==> config.mk <==
export PLATFORM = sky130hd
export DESIGN_NAME = flevel_ramp
export DESIGN_NICKNAME = d
export VERILOG_FILES = /design/src/rtl/flevel_ramp.sv
export SDC_FILE = /design/constraint.sdc
export NUM_CORES = 2
export LEC_CHECK = 0
export ABC_AREA = 0
export BUFFER_PORTS_ARGS = -buffer_cell sky130_fd_sc_hd__buf_4
export CAP_MARGIN = 20
export CORE_MARGIN = 2
export CORE_UTILIZATION = 65
export CTS_BUF_LIST = sky130_fd_sc_hd__clkbuf_8
export DETAILED_ROUTE_END_ITERATION = 6
export PLACE_DENSITY_LB_ADDON = 0.3
export SKIP_LAST_GASP = 1
export SYNTH_ARGS = -nofsm -noshare
export SYNTH_HDL_FRONTEND = slang
export SYNTH_SLANG_ARGS = --single-unit
==> constraint.sdc <==
create_clock -name clk -period 7.2 [get_ports clk]
set_input_delay 0 -clock clk [delete_from_list [all_inputs] [get_ports clk]]
set_output_delay 0 -clock clk [all_outputs]
set_load 0.005 [all_outputs]
==> src/rtl/flevel_ramp.sv <==
// flevel_ramp: I/Q upconverter with a soft on/off amplitude ramp.
//   hold_i*cosd + hold_q*sind is rounded, scaled by a ramped gain, then
//   saturated and truncated to the output width. Four-stage pipeline.
// Optional build macro: FLEVEL_RAMP_SATCNT_EN (saturation event counter).
//   When undefined, sat_cnt is tied to zero and no counter is generated.
module flevel_ramp #(
   parameter int DW_IN     = 17,
   parameter int LO_W      = 18,
   parameter int DW_OUT    = 16,
   parameter int GAIN_W    = 16,
   parameter int RAMP_STEP = 4096
) (
   input  logic                     clk,
   input  logic                     rst_n,
   input  logic signed [LO_W-1:0]   cosd,
   input  logic signed [LO_W-1:0]   sind,
   input  logic signed [DW_IN-1:0]  i_data,
   input  logic                     i_gate,
   input  logic signed [DW_IN-1:0]  q_data,
   input  logic                     q_gate,
   input  logic                     enable,
   input  logic                     err_clr,
   output logic signed [DW_OUT-1:0] o_data,
   output logic                     o_gate,
   output logic [1:0]               ramp_state,
   output logic                     time_err,
   output logic [15:0]              sat_cnt
);

   localparam int P  = DW_IN + LO_W;        // LO product width
   localparam int SW = DW_IN + 1;           // rounded sum / scaled width
   localparam int PW = SW + GAIN_W + 1;     // gain product width

   localparam logic [GAIN_W-1:0] GMAX  = '1;
   localparam logic [GAIN_W-1:0] GSTEP = GAIN_W'(RAMP_STEP);
   localparam logic [DW_IN-1:0]  SMAX  = {1'b0, {(DW_IN-1){1'b1}}};
   localparam logic [DW_IN-1:0]  SMIN  = {1'b1, {(DW_IN-1){1'b0}}};

   typedef enum logic [1:0] {
      IDLE = 2'd0,
      UP   = 2'd1,
      ON   = 2'd2,
      DOWN = 2'd3
   } ramp_t;

   ramp_t                    state_q, state_d;
   logic [GAIN_W-1:0]        g_q, g_d;
   logic [GAIN_W:0]          up_sum;

   logic signed [DW_IN-1:0]  hold_i_q, hold_q_q;
   logic                     err_q, err_d;

   logic signed [P-1:0]      pc_q, pc_d, ps_q, ps_d;
   logic signed [DW_IN-1:0]  pc_s, ps_s;
   logic signed [SW-1:0]     sum_q, sum_d;
   logic signed [GAIN_W:0]   gain_s;
   logic signed [PW-1:0]     prod, prod_sh;
   logic signed [SW-1:0]     scl_q, scl_d;
   logic                     clamp;
   logic [DW_IN-1:0]         sat_v;
   logic signed [DW_OUT-1:0] o_data_q, o_data_d;
   logic [1:0]               gate_q;

   // Sample capture: each hold register keeps its value between strobes
   always_ff @(posedge clk or negedge rst_n) begin
      if (!rst_n) begin
         hold_i_q <= '0;
         hold_q_q <= '0;
      end else begin
         if (i_gate) hold_i_q <= i_data;
         if (q_gate) hold_q_q <= q_data;
      end
   end

   // Sticky strobe-mismatch flag; a new mismatch beats a simultaneous clear
   always_comb begin
      err_d = err_q;
      if (i_gate != q_gate) err_d = 1'b1;
      else if (err_clr)     err_d = 1'b0;
   end

   // Mismatch flag register
   always_ff @(posedge clk or negedge rst_n) begin
      if (!rst_n) err_q <= 1'b0;
      else        err_q <= err_d;
   end

   // Ramp FSM state and gain registers
   always_ff @(posedge clk or negedge rst_n) begin
      if (!rst_n) begin
         state_q <= IDLE;
         g_q     <= '0;
      end else begin
         state_q <= state_d;
         g_q     <= g_d;
      end
   end

   // Ramp FSM next state and gain step; a direction change skips that cycle's step
   always_comb begin
      state_d = state_q;
      g_d     = g_q;
      up_sum  = {1'b0, g_q} + {1'b0, GSTEP};
      case (state_q)
         IDLE: begin
            g_d = '0;
            if (enable) state_d = UP;
         end
         UP: begin
            if (!enable) begin
               state_d = DOWN;
            end else if (g_q == GMAX) begin
               state_d = ON;
            end else begin
               g_d = up_sum[GAIN_W] ? GMAX : up_sum[GAIN_W-1:0];
            end
         end
         ON: begin
            g_d = GMAX;
            if (!enable) state_d = DOWN;
         end
         DOWN: begin
            if (enable) begin
               state_d = UP;
            end else if (g_q == '0) begin
               state_d = IDLE;
            end else begin
               g_d = (g_q > GSTEP) ? (g_q - GSTEP) : '0;
            end
         end
         default: begin
            state_d = IDLE;
            g_d     = '0;
         end
      endcase
   end

   // Datapath stage logic: LO multiply, round, gain scale, saturate
   always_comb begin
      pc_d     = P'(hold_i_q) * P'(cosd);
      ps_d     = P'(hold_q_q) * P'(sind);
      pc_s     = pc_q[P-2:LO_W-1];
      ps_s     = ps_q[P-2:LO_W-1];
      sum_d    = SW'(pc_s) + SW'(ps_s) + SW'(1);
      gain_s   = $signed({1'b0, g_q});
      prod     = PW'(sum_q) * PW'(gain_s);
      prod_sh  = prod >>> GAIN_W;
      scl_d    = prod_sh[SW-1:0];
      clamp    = scl_q[SW-1] ^ scl_q[SW-2];
      sat_v    = clamp ? (scl_q[SW-1] ? SMIN : SMAX) : scl_q[DW_IN-1:0];
      o_data_d = sat_v[DW_IN-1 -: DW_OUT];
   end

   // Datapath pipeline registers S1..S4
   always_ff @(posedge clk or negedge rst_n) begin
      if (!rst_n) begin
         pc_q     <= '0;
         ps_q     <= '0;
         sum_q    <= '0;
         scl_q    <= '0;
         o_data_q <= '0;
      end else begin
         pc_q     <= pc_d;
         ps_q     <= ps_d;
         sum_q    <= sum_d;
         scl_q    <= scl_d;
         o_data_q <= o_data_d;
      end
   end

   // Carrier-active flag delayed two cycles to line up with S3/S4
   always_ff @(posedge clk or negedge rst_n) begin
      if (!rst_n) gate_q <= '0;
      else        gate_q <= {gate_q[0], (state_q != IDLE)};
   end

`ifdef FLEVEL_RAMP_SATCNT_EN
   logic [15:0] cnt_q, cnt_d;

   // Saturating event counter; clear wins over a coincident increment
   always_comb begin
      cnt_d = cnt_q;
      if (err_clr)                  cnt_d = '0;
      else if (clamp && cnt_q != '1) cnt_d = cnt_q + 16'd1;
   end

   // Counter register
   always_ff @(posedge clk or negedge rst_n) begin
      if (!rst_n) cnt_q <= '0;
      else        cnt_q <= cnt_d;
   end

   assign sat_cnt = cnt_q;
`else
   assign sat_cnt = '0;
`endif

   // Product bits outside the kept slices are intentionally discarded
   logic unused_bits;
   assign unused_bits = ^{pc_q[P-1], pc_q[LO_W-2:0], ps_q[P-1], ps_q[LO_W-2:0],
                          prod_sh[PW-1:SW], sat_v};

   assign o_data     = o_data_q;
   assign o_gate     = gate_q[1];
   assign ramp_state = state_q;
   assign time_err   = err_q;

endmodule

; Word-level counts from Yosys, hierarchy flattened
; Cells that the tools add are included.
[classes]
bitwise_logic = 1
add_sub_neg = 4
order_cmp = 1
n_eq_ne = 13
n_mul = 3
n_mux = 18
n_reduce_logical = 6
[ops]
columns = op, n
row1 = 2-to-1 mux 16 bit, 6
row2 = multiplier 17 x 18 -> 34 bit, 2
row3 = one-hot mux 16 bit (4 select lines), 1
row4 = multiplier 18 x 17 -> 34 bit, 1
row5 = 2-to-1 mux 17 bit, 2
row6 = adder 17 x 17 -> 18 bit, 1
row7 = "adder 18 x 2 -> 18 bit, second input constant", 1
row8 = "adder 16 x 13 -> 17 bit, second input constant", 1
row9 = "equality test 16 bit, second input constant", 1
row10 = "greater-than comparator 16 x 13 -> 1 bit, second input constant", 1
row11 = logical NOT 16 bit, 1
row12 = "subtractor 16 x 13 -> 16 bit, second input constant", 1
row13 = 2-to-1 mux 2 bit, 6
row14 = "!= test 2 bit, second input constant", 6
row15 = one-hot mux 2 bit (4 select lines), 1
row16 = AND reduction 4 bit, 2
row17 = "!= test 3 bit, second input constant", 2
row18 = "equality test 2 bit, second input constant", 2
row19 = nonzero test 2 bit, 2
row20 = "equality test 2 x 1 -> 1 bit, second input constant", 1
row21 = logical NOT 2 bit, 1
row22 = 2-to-1 mux 1 bit, 2
row23 = != test 1 bit, 1
row24 = bitwise XOR 1 bit, 1
[totals]
wordCells = 57
ff_bits = 175
out_inout_bits = 36
input_bits = 76

; Longest topological paths before layout
[depth]
depth_word = 5
ltp_mapped = 26
mapped_depth_nobuf = 24

; Least setup slack after synthesis
; Ideal clock, no wire load.
[synth_path]
path_kind = reg-to-reg
startpoint = register g_q[10]
endpoint = register scl_q[11]
synth_period_minus_slack_ns = 6.391
required_ns = 7.077
slack_ns = 0.809
t_arrival_ns = 6.268
n_path_buf = 2
setup_time_ns = 0.123
path_stages_with_launch = 25
cell_sequence = dfrtp_1 clkbuf_1 clkbuf_1 nand2_1 inv_1 fa_1 inv_1 fa_1 fa_1 inv_1 fa_1 fa_1 inv_1 fa_1 inv_1 ha_1 a21o_1 a211oi_1 o21ai_0 a221o_1 a21oi_4 o2111a_2 o21bai_2 a21o_1 xor2_1
[synth_between]
elab_chain_cells = 1
[synth_lines]
columns = element, line
row1 = "start, declared", 47  ; logic [GAIN_W-1:0] g_q, g_d;
row2 = "start signal, assigned", 95  ; g_q <= g_d;
row3 = multiplier 18 x 17 -> 34 bit, 146  ; prod = PW'(sum_q) * PW'(gain_s);
row4 = named net prod[27], 57  ; logic signed [PW-1:0] prod, prod_sh;
row5 = "end signal, assigned", 166  ; scl_q <= scl_d;
row6 = "end, declared", 58  ; logic signed [SW-1:0] scl_q, scl_d;
; The timed path passes the listed nets, and every way through them passes these cells.
; A chain may end at the register's enable or synchronous reset.

; Final worst setup path
[layout_path]
startpoint = register hold_i_q[2]
endpoint = register pc_q[32]
[layout_between]
elab_chain_cells = 1
[layout_lines]
columns = element, line
row1 = "start, declared", 50  ; logic signed [DW_IN-1:0] hold_i_q, hold_q_q;
row2 = "start signal, assigned", 70  ; if (i_gate) hold_i_q <= i_data;
row3 = multiplier 17 x 18 -> 34 bit, 140  ; pc_d = P'(hold_i_q) * P'(cosd);
row4 = named net pc_d[32], 53  ; logic signed [P-1:0] pc_q, pc_d, ps_q, ps_d;
row5 = "end signal, assigned", 163  ; pc_q <= pc_d;
row6 = "end, declared", 53
; The timed path passes the listed nets, and every way through them passes these cells.

==> results.txt <==
status - complete, no violations
multi-input logic area - 26,680 um^2
gpl congestion - 0.9086
router iterations before antenna repair - 6
total core area - 51,410 um^2
register clock-pin slew on the reported worst setup and hold paths - 0.08 ns
minimum clock period - 6.839 ns
Die W - 232.3 um
vias - 23,014
post-CTS setup buffers - 0
Fmax achieved - 146.2 MHz
Skew-Pair Late Insertion Delay - 0.52 ns
DR DRC count - 0
top_reg_cell synth - dfrtp_1
Ys Warns - 0
chip height - 232.3 um
Worst Min Path Start - i_gate
Clock Skews - 0.01372 ns
Rel. slew slack - 33.27%
initial drt markers - 1,264
CTS tree - built
crit-path max FO - 19
mean number of vias per cell - 5.433
worst min path class - input pin to flop
Worst Reg2Reg Path Length in Cells - 20
Hold Path Stages - 2
I/O pin cnt - 112
Worst Path Required - 7.59 ns
vias in the first global route - 25,946
setup violators final - 0
synthesized cell area - 33,870 um^2
CP max stage delay - 0.82 ns
CP dominant cell by count - fa_1
Reg2Reg Setup Slack - 0.36 ns
endpoint of the worst hold path - hold_i_q[3]$_DFFE_PN0P_
Row Count - 83
MaxCap Viol Count - 0
GRT Residual Overflow - 0
Clock Tree Root - clkbuf_8
GRT Total Usage - 29.39%
CP Class - flop to flop
nets - 4,716
number of H-tree levels - 4
CTS sink cnt - 129
WL/cell - 17.02 um
RSZ-0062 raised after global routing - no
first-pass GRT wire length - 124,700 um
CTS Buffer Depth - 2
Filler cells - 3,765
Yosys reg bits - 129
Layout Area Growth over Synthesis - 6.867%
critical-path cell list - nand2_1 -> fa_1 -> fa_1 -> fa_1 -> inv_1 -> fa_1 -> fa_1 -> inv_1 -> fa_1 -> inv_1 -> ha_1 -> a211oi_1 -> nor2_1 -> nor3_1 -> a31oi_1 -> o31ai_1 -> a211oi_1 -> o21ai_0 -> a21oi_1 -> xor2_1
Worst R2R End - pc_q[32]$_DFF_PN0_
Register Area - 3229 um^2
asr flop ratio synth - 100.0%
critical path arrival - 7.23 ns
largest net degree at the start of global routing - 71
Tcrit/Tclk final - 94.98%
Setup crit end kind - flop
initial antenna violation count - 0
mean area per synthesized cell - 9.793 um^2
antenna cells - 0
most frequent cells in the layout - 922 x inv_1, 824 x fa_1, 363 x nand2_1
Detail Route Antenna Nets - 0
sequential-to-total area share from yosys stat - 9.530%
Setup TNS Final - 0 ns
Final Max Slew Viols - 0
Initial Utilization - 65.90%
share of layout cells above drive strength 1 - 5.315%
CP max-delay cell - dfrtp_1
most common cell after layout, fill and taps aside - inv_1
Distinct cells, synth - 59
CP Launch Type - flop
synthesized instance count - 3,459
reg2reg start - hold_i_q[2]$_DFFE_PN0P_
worst-margin pin slew - 0.9972 ns
PortBufs - 95
EDFF count, synth - 0
Final HPWL DP - 60,300 um
cts bufs inserted - 17
total die area - 53,960 um^2
Final Hold Fails - 0
final WL - 72,100 um
-- layout make-up --
cell class / instances / share of cell area (%)
inverter: 920 / 9.540
sequential: 129 / 8.921
clock buffer: 20 / 0.7604
tap: 680 / 2.350
timing repair buffer: 186 / 4.372
clock inverter: 12 / 0.3629
multi-input combinational: 2289 / 73.69
-- sequential cells by signal, summed over array words and instances (netlist names) --
register    flops
g_q             5
gate_q          2
hold_i_q       17
hold_q_q       17
o_data         16
pc_q           17
ps_q           17
ramp_state      2
scl_q          17
sum_q          18
time_err        1
-- what timing repair did --
action                                 in CTS  in global routing
setup endpoints to repair                   0                  1
resized for setup                           0                  1
hold buffers                               73                  0
endpoints found under the hold margin     106                  0
-- Yosys cell counts, types with 2 or more instances --
cell / instances / area share, %
a221oi_1: 2 / 0.052
dfrtp_1: 129 / 9.5
or3_1: 7 / 0.13
nor3_1: 15 / 0.22
nand2_1: 363 / 4.0
a31oi_1: 5 / 0.092
a211oi_1: 9 / 0.20
nor2_1: 71 / 0.79
and3_1: 12 / 0.22
xnor2_1: 73 / 1.9
fa_1: 824 / 49
nand4_1: 2 / 0.037
buf_1: 5 / 0.055
a21boi_0: 2 / 0.044
or2_2: 2 / 0.037
mux2i_1: 2 / 0.059
o31ai_1: 5 / 0.11
buf_4: 16 / 0.35
nor2b_1: 15 / 0.28
ha_1: 273 / 10
nand3_1: 16 / 0.24
o21ai_0: 42 / 0.62
o211ai_1: 6 / 0.13
nand2b_1: 14 / 0.26
inv_1: 920 / 10
a21o_1: 35 / 0.78
and2_1: 331 / 6.1
a21oi_2: 2 / 0.052
xor2_1: 18 / 0.47
o21bai_1: 2 / 0.044
a221o_1: 2 / 0.059
o2111ai_1: 2 / 0.052
nor3b_1: 2 / 0.044
a21oi_1: 52 / 0.77
mux2_2: 34 / 1.1
nor4_1: 3 / 0.055
a211o_1: 2 / 0.052
o21a_1: 10 / 0.22
clkbuf_1: 114 / 1.3
-- routing by layer --
metal	vias to the layer above	track usage, %	wire length, um
met4	0	11.70	2901
li1	10147	-	-
met3	192	3.475	3976
met5	-	0	0
met2	745	50.55	37240
met1	11930	38.24	27970
-- critical path, delay by kind of cell, from the launching register on --
| kind | cells | cell delay, ns |
|---|---|---|
| adders and majority gates | 7 | 3.31 |
| xor gates and xnor gates | 1 | 0.17 |
| and+or+nand+nor | 3 | 0.62 |
| DFF | 1 | 0.82 |
| buffers and inverters | 3 | 0.15 |
| AOI/OAI and AO/OA | 6 | 1.66 |
-- worst max-delay path by stage --
stage	cells past startpoint	from	slack, ns	to
after detailed placement	22	g_q[10]$_DFFE_PN0P_	0.41	scl_q[11]$_DFF_PN0_
after floorplan	24	g_q[10]$_DFFE_PN0P_	0.81	scl_q[11]$_DFF_PN0_
after CTS	22	g_q[10]$_DFFE_PN0P_	0.38	scl_q[11]$_DFF_PN0_
final	20	hold_i_q[2]$_DFFE_PN0P_	0.36	pc_q[32]$_DFF_PN0_
after global placement	22	g_q[10]$_DFFE_PN0P_	0.54	scl_q[11]$_DFF_PN0_
after global routing	20	hold_i_q[2]$_DFFE_PN0P_	0.02	pc_q[31]$_DFF_PN0_
-- metrics by stage --
stage / instance area [um^2] / setup WS (ns) / util [%] / std cells / hold slack [ns]
5_1_grt: 36200 / 0.01571 / 70.42 / 4236 / 0.02414
3_3_place_gp: 35060 / 0.5443 / 68.20 / 4131 / 0.05627
2_1_floorplan: 33930 / 0.8095 / - / 3474 / -0.2956
4_1_cts: 36200 / 0.3835 / 70.42 / 4236 / 0.001298
3_5_place_dp: 35060 / 0.4076 / 68.20 / 4131 / 0.07376
6_report: 36200 / 0.3611 / 70.42 / 4236 / 0.02523
-- cells by family after synthesis --
kind of cell	after synthesis	synth area share [%]
AOI/OAI and AO/OA	191	3.683
other	1	0.01107
buffers and inverters	1056	11.88
DFF	129	9.530
and+or+nand+nor	858	12.57
muxes	36	1.189
adders and majority gates	1097	58.78
xor gates and xnor gates	91	2.353
Power is not shown: default switching activity piles up to over one toggle a cycle in this logic, so the estimate is an artifact.
